$ cat config.mk
export PLATFORM = sky130hd
export DESIGN_NAME = microstep_sequencer
export DESIGN_NICKNAME = d
export VERILOG_FILES = /design/src/rtl/microstep_sequencer.sv
export SDC_FILE = /design/constraint.sdc
export NUM_CORES = 1
export LEC_CHECK = 0
export CAP_MARGIN = 20
export CORE_MARGIN = 5
export CORE_UTILIZATION = 35
export DETAILED_ROUTE_END_ITERATION = 6
export PLACE_DENSITY = 0.59
export SETUP_SLACK_MARGIN = 0.1
export SLEW_MARGIN = 20
export SYNTH_ARGS = -nofsm -noshare
export SYNTH_HDL_FRONTEND = slang
export SYNTH_SLANG_ARGS = --single-unit
$ cat constraint.sdc
create_clock -name mclk -period 3.7 [get_ports mclk]
set_input_delay 0.74 -clock mclk [delete_from_list [all_inputs] [get_ports mclk]]
set_output_delay 0.74 -clock mclk [all_outputs]
set_load 0.01 [all_outputs]
$ cat src/rtl/microstep_sequencer.sv
// Microstep sequencer: steps through microinstruction slots on the falling clock edge.
// Supports a protected fetch window, early end-of-instruction, halt, single-instruction parking and a retire counter.
module microstep_sequencer #(
   parameter  int INSTRUCTION_STEPS = 8,
   parameter  int FETCH_STEPS       = 2,
   parameter  int RETIRE_WIDTH      = 16,
   localparam int STEP_WIDTH        = (INSTRUCTION_STEPS > 2) ? $clog2(INSTRUCTION_STEPS) : 1
) (
   input  logic                         mclk,
   input  logic                         i_rst_n,
   input  logic                         mclk_en,
   input  logic                         i_halt,
   input  logic                         i_adv,
   input  logic                         i_single_mode,
   input  logic                         i_step_req,
   output logic [STEP_WIDTH-1:0]        o_step,
   output logic [INSTRUCTION_STEPS-1:0] o_step_onehot,
   output logic                         o_fetch,
   output logic                         o_instr_done,
   output logic                         o_halted,
   output logic                         o_waiting,
   output logic [RETIRE_WIDTH-1:0]      o_retired
);

   typedef enum logic [1:0] {RUN, PARK, HALTED} state_t;

   localparam logic [STEP_WIDTH-1:0] LAST_STEP = STEP_WIDTH'(INSTRUCTION_STEPS - 1);

   state_t                state;
   logic [STEP_WIDTH-1:0] step;
   logic                  fetch;
   logic                  retire;

   generate
      if (FETCH_STEPS == 0) begin : g_no_fetch
         assign fetch = 1'b0;
      end else begin : g_fetch
         localparam logic [STEP_WIDTH-1:0] FETCH_LIM = STEP_WIDTH'(FETCH_STEPS);
         assign fetch = (step < FETCH_LIM);
      end
   endgenerate

   // Early end-of-instruction is only honoured once the fetch window has passed.
   assign retire = (step == LAST_STEP) | (i_adv & ~fetch);

   always_ff @(negedge mclk or negedge i_rst_n) begin
      if (!i_rst_n) begin
         state        <= RUN;
         step         <= '0;
         o_instr_done <= 1'b0;
         o_retired    <= '0;
      end else if (mclk_en) begin
         o_instr_done <= 1'b0;
         if (i_halt) begin
            state <= HALTED;
         end else begin
            case (state)
               HALTED: state <= RUN;
               PARK: begin
                  if (i_step_req | ~i_single_mode) state <= RUN;
               end
               default: begin
                  if (retire) begin
                     step         <= '0;
                     o_retired    <= o_retired + RETIRE_WIDTH'(1);
                     o_instr_done <= 1'b1;
                     state        <= i_single_mode ? PARK : RUN;
                  end else begin
                     step <= step + STEP_WIDTH'(1);
                  end
               end
            endcase
         end
      end
   end

   assign o_step        = step;
   assign o_step_onehot = INSTRUCTION_STEPS'(1) << step;
   assign o_fetch       = fetch;
   assign o_halted      = (state == HALTED);
   assign o_waiting     = (state == PARK);

endmodule

* Word level (Yosys, flattened, before mapping)
Cells that the tools add are included. Widths: inputs -> output; s select.
Storage, ports and cells: register bits after elaboration 22, input port bits 7, output and inout port bits 31, word-level logic and storage cells 33
Operators by class: add/subtract/negate cells 2, $lt $le $gt $ge 1, eq/ne operators 4, shift-type cells 1, mux-type cells 9, bitwise logic cells 7, reduce and logical (&&, ||, !) cells 5
Operators by type and width (number):
- $add 16x1->16 const B | 1
- $shl 1x3->8 const A | 1
- $mux 2 | 3
- $reduce_and 3->1 | 2
- $mux 1 | 4
- $not 1->1 | 4
- $pmux 2 s2 | 1
- $reduce_and 4->1 | 1
- $reduce_bool 4->1 | 1
- $add 3x1->3 const B | 1
- $eq 3x3->1 const B | 1
- $lt 3x2->1 const B | 1
- $mux 3 | 1
- $ne 3x2->1 const B | 1
- $eq 2x1->1 const B | 1
- $eq 2x2->1 const B | 1
- $or 1x1->1 | 2
- $reduce_or 2->1 | 1
- $and 1x1->1 | 1

* Depth between registers and ports, before layout
depth in word-level cells 7, depth in mapped cells 6, gate-level depth less buffers 6

==> run_summary.xml <==
<?xml version="1.0" encoding="UTF-8"?>
<metrics>
  <group name="outcome">
    <metric name="outcome" unit="">complete, but fails checks</metric>
    <metric name="violations" unit="">negative setup slack</metric>
  </group>
  <group name="grt">
    <metric name="globalRouteTotalUtil" unit="%">14.33</metric>
    <metric name="first_pass_grt_wire_length" unit="mm">5.147</metric>
    <metric name="overflow" unit="">0</metric>
    <metric name="initial_antenna_violation_count" unit="">0</metric>
    <metric name="grt_start_max_net_pins" unit="">23</metric>
    <metric name="grt_pass1_vias" unit="">1130</metric>
  </group>
  <group name="pwr">
    <metric name="p_seq_share" unit="%">24.1</metric>
    <metric name="power.net_switching" unit="W">0.0004253</metric>
    <metric name="power_frac_clock" unit="%">14.5</metric>
    <metric name="p_sw_share" unit="%">32.96</metric>
    <metric name="cell_internal_pwr" unit="W">0.0008649</metric>
    <metric name="total_leakage_power" unit="nW">1.101</metric>
    <metric name="power_density" unit="mW/mm2">579.3</metric>
    <metric name="power_frac_comb" unit="%">61.4</metric>
    <metric name="vdd_ir_drop_max" unit="uV">346.9</metric>
  </group>
  <group name="final_layout">
    <metric name="layout-drive-gt1-share" unit="%">60.19</metric>
    <metric name="antenna_diodes" unit="">0</metric>
    <metric name="mostFrequentLayoutCell" unit="">sky130_fd_sc_hd__buf_4</metric>
    <metric name="layout_common_cells" unit="">sky130_fd_sc_hd__buf_4 (52), sky130_fd_sc_hd__dfrtn_1 (22), sky130_fd_sc_hd__buf_6 (20)</metric>
    <metric name="finish.instance_area" unit="mm2">0.002227</metric>
    <metric name="flow.area_growth_from_synthesis" unit="%">84.84</metric>
    <metric name="design.final.nets" unit="">223</metric>
  </group>
  <group name="routing">
    <metric name="ant_nets" unit="">0</metric>
    <metric name="detailedRoute.firstPassIterationCount" unit="">4</metric>
    <metric name="wl_per_cell" unit="um">12.81</metric>
    <metric name="vias" unit="">1120</metric>
    <metric name="drc" unit="">0</metric>
    <metric name="drt_wl_total" unit="mm">3.227</metric>
    <metric name="drt-vias-per-instance" unit="">4.444</metric>
    <metric name="drt-initial-drc-count" unit="">36</metric>
  </group>
  <group name="floorplanning">
    <metric name="die_w" unit="um">68.68</metric>
    <metric name="die_area" unit="mm2">0.004716</metric>
    <metric name="fp-row-count" unit="">21</metric>
    <metric name="chipHeight" unit="um">68.68</metric>
    <metric name="start_util" unit="%">36.11</metric>
    <metric name="core-area" unit="mm2">0.003337</metric>
    <metric name="io-pin-count" unit="">38</metric>
  </group>
  <group name="synthesis">
    <metric name="post-synth-top-area-cell" unit="">sky130_fd_sc_hd__dfrtn_1</metric>
    <metric name="synth_top_cells_by_area" unit="">sky130_fd_sc_hd__dfrtn_1 (46%), sky130_fd_sc_hd__xnor2_1 (10%), sky130_fd_sc_hd__ha_1 (9.3%)</metric>
    <metric name="synth-seq-area-share" unit="%">45.69</metric>
    <metric name="synth_nets" unit="">122</metric>
    <metric name="syn_inst" unit="">106</metric>
    <metric name="ys.warnings.count" unit="">0</metric>
    <metric name="syn_area" unit="mm2">0.001205</metric>
    <metric name="ys_types" unit="">31</metric>
    <metric name="postSynthRegisterBits" unit="">22</metric>
    <metric name="netlist.area_leader.share" unit="%">45.69</metric>
    <metric name="syn_area_per_cell" unit="um2">11.37</metric>
  </group>
  <group name="clock_network">
    <metric name="cts-root-buf" unit="">sky130_fd_sc_hd__clkbuf_4</metric>
    <metric name="numClockSinks" unit="">22</metric>
    <metric name="cts_made_buffers" unit="">3</metric>
    <metric name="insertion_delay" unit="ns">0.30</metric>
    <metric name="tritoncts" unit="">yes</metric>
    <metric name="cts_htree_levels" unit="">1</metric>
    <metric name="clk_path_buf_depth" unit="">2</metric>
    <metric name="cts_hold_repair.buffers" unit="">0</metric>
    <metric name="clkTransAtPathRegs" unit="ns">0.09</metric>
  </group>
  <group name="critical_path">
    <metric name="critical_path_data_required_time" unit="ns">2.96</metric>
    <metric name="critPathArrivalTime" unit="ns">3.14</metric>
    <metric name="setup.worst_path.start_class" unit="">flip-flop</metric>
    <metric name="crit_fanout" unit="">3</metric>
    <metric name="path_class" unit="">reg -&gt; out</metric>
    <metric name="ff2ff_path_depth" unit="">10</metric>
    <metric name="critPathCaptureType" unit="">output pin</metric>
  </group>
  <group name="timing">
    <metric name="maxSlewHeadroom" unit="%">78.23</metric>
    <metric name="final_hold_viol_count" unit="">0</metric>
    <metric name="setup_violations" unit="">10</metric>
    <metric name="finalWorstSetupSlack" unit="ns">-0.1788</metric>
    <metric name="setup_total_negative_slack" unit="ns">-1.528</metric>
    <metric name="actual_transition_at_the_worst_max_transition_pin" unit="ns">0.3238</metric>
    <metric name="skew" unit="ns">0.005838</metric>
    <metric name="holdWs" unit="ns">0.5132</metric>
    <metric name="grt_setup_unrepaired" unit="">yes</metric>
    <metric name="report.final.slew_viol_count" unit="">0</metric>
  </group>
  <group name="placement">
    <metric name="detail_placement_hpwl" unit="mm">2.085</metric>
    <metric name="gpl_congestion" unit="">0.8024</metric>
    <metric name="place.port_buffers" unit="">37</metric>
    <metric name="dp_worst_setup_slack" unit="ns">-0.4333</metric>
    <metric name="dpl-instance-area" unit="mm2">0.001828</metric>
  </group>
  <group name="min_path">
    <metric name="number_of_cells_on_the_worst_hold_path" unit="">2</metric>
    <metric name="hold_path.class" unit="">reg -&gt; reg</metric>
  </group>
  <group name="job">
    <metric name="cap_viol_max_count" unit="">0</metric>
  </group>
</metrics>
## metal layers
metal | up-vias | GRT usage, % | routed length, um | part of all wire (%)
met4 | 0 | 5.211 | 48 | 1.5
li1 | 557 | - | - | -
met2 | 25 | 24.91 | 1679 | 52
met1 | 534 | 18.16 | 1415 | 44
met3 | 4 | 1.621 | 84 | 2.6
met5 | - | 0 | 0 | 0
## power groups by stage
stage	clock network [W]	logic [W]	registers [W]
finish	0.000188	0.000792	0.000311
global route	0.000201	0.000862	0.000315
CTS	0.000190	0.000681	0.000310
detailed placement	0	0.000492	0.000325
global placement	0	0.000481	0.000322
floorplan	0	0.000202	0.000338
## cells by family (layout without fill, tap and decap cells)
family,count (synthesis),after routing,synth area share [%]
adders and majority gates,9,9,9.346
DFF,22,22,45.69
xor gates and xnor gates,15,15,10.90
and+or+nand+nor,39,39,19.31
AOI/OAI and AO/OA,8,8,8.309
muxes,3,3,2.700
buffers and inverters,10,110,3.738
## synthesized netlist by cell type (all sizes together)
cell    instances
xor2            1
nor4bb          1
ha              9
o31ai           1
inv             8
nand3           7
nor2b           4
nand2          13
nand3b          2
nor2            2
mux2i           1
mux2            2
nor3            1
o41ai           1
clkbuf          1
dfrtn          22
buf             1
nand4           4
o21ai           3
nor4            1
a211oi          2
and2            3
xnor2          14
o22ai           1
and3b           1
## state kept, by name, indices dropped and copies added (netlist names)
| register | flops |
|---|---|
| o_step | 3 |
| o_retired | 16 |
| o_instr_done | 1 |
| state | 2 |
## cell type report
cell class / count / area [um2]
tap: 46 / 57.56
timing repair buffer: 98 / 793.3
multi-input combinational: 74 / 743.2
sequential: 22 / 550.5
clock buffer: 3 / 22.52
fill: 281 / 1110
inverter: 8 / 30.03
clock inverter: 1 / 30.03
## stage by stage
step	instances	utilization, %	total power [W]
CTS	239	64.68	0.001181
global placement	215	54.78	0.0008031
floorplan	106	-	0.0005401
global route	252	66.74	0.001379
finish	252	66.74	0.001290
detailed placement	215	54.78	0.0008167
## critical path, stage by stage, from the launching register on
cell and delay, ns:
sky130_fd_sc_hd__dfrtn_1 0.48, sky130_fd_sc_hd__inv_2 0.09, sky130_fd_sc_hd__ha_4 0.17, sky130_fd_sc_hd__and2_4 0.13, sky130_fd_sc_hd__buf_6 0.11
## final timing paths
kind / startpoint / endpoint / slack (ns)
worst max-delay path: o_step[0]$_DFFE_NN0P_ / o_step_onehot[6] / -0.18
worst min-delay path: o_instr_done$_DFFE_NN0P_ / o_instr_done$_DFFE_NN0P_ / 0.51
worst max register to register: o_step[0]$_DFFE_NN0P_ / state[1]$_DFFE_NN0P_ / 1.33
worst min register to register: o_instr_done$_DFFE_NN0P_ / o_instr_done$_DFFE_NN0P_ / 0.51
max in group asynchronous: i_rst_n / o_step[2]$_DFFE_NN0P_ / 0.93
min in group asynchronous: i_rst_n / o_retired[4]$_DFFE_NN0P_ / 2.51
## timing repair
item	CTS	global route
setup endpoints to repair	48	32
endpoints found under the hold margin	0	0
pin swaps	10	8
gates resized for setup	125	35
setup buffers	20	13
Note: power is estimated with default switching activity, not from simulation.
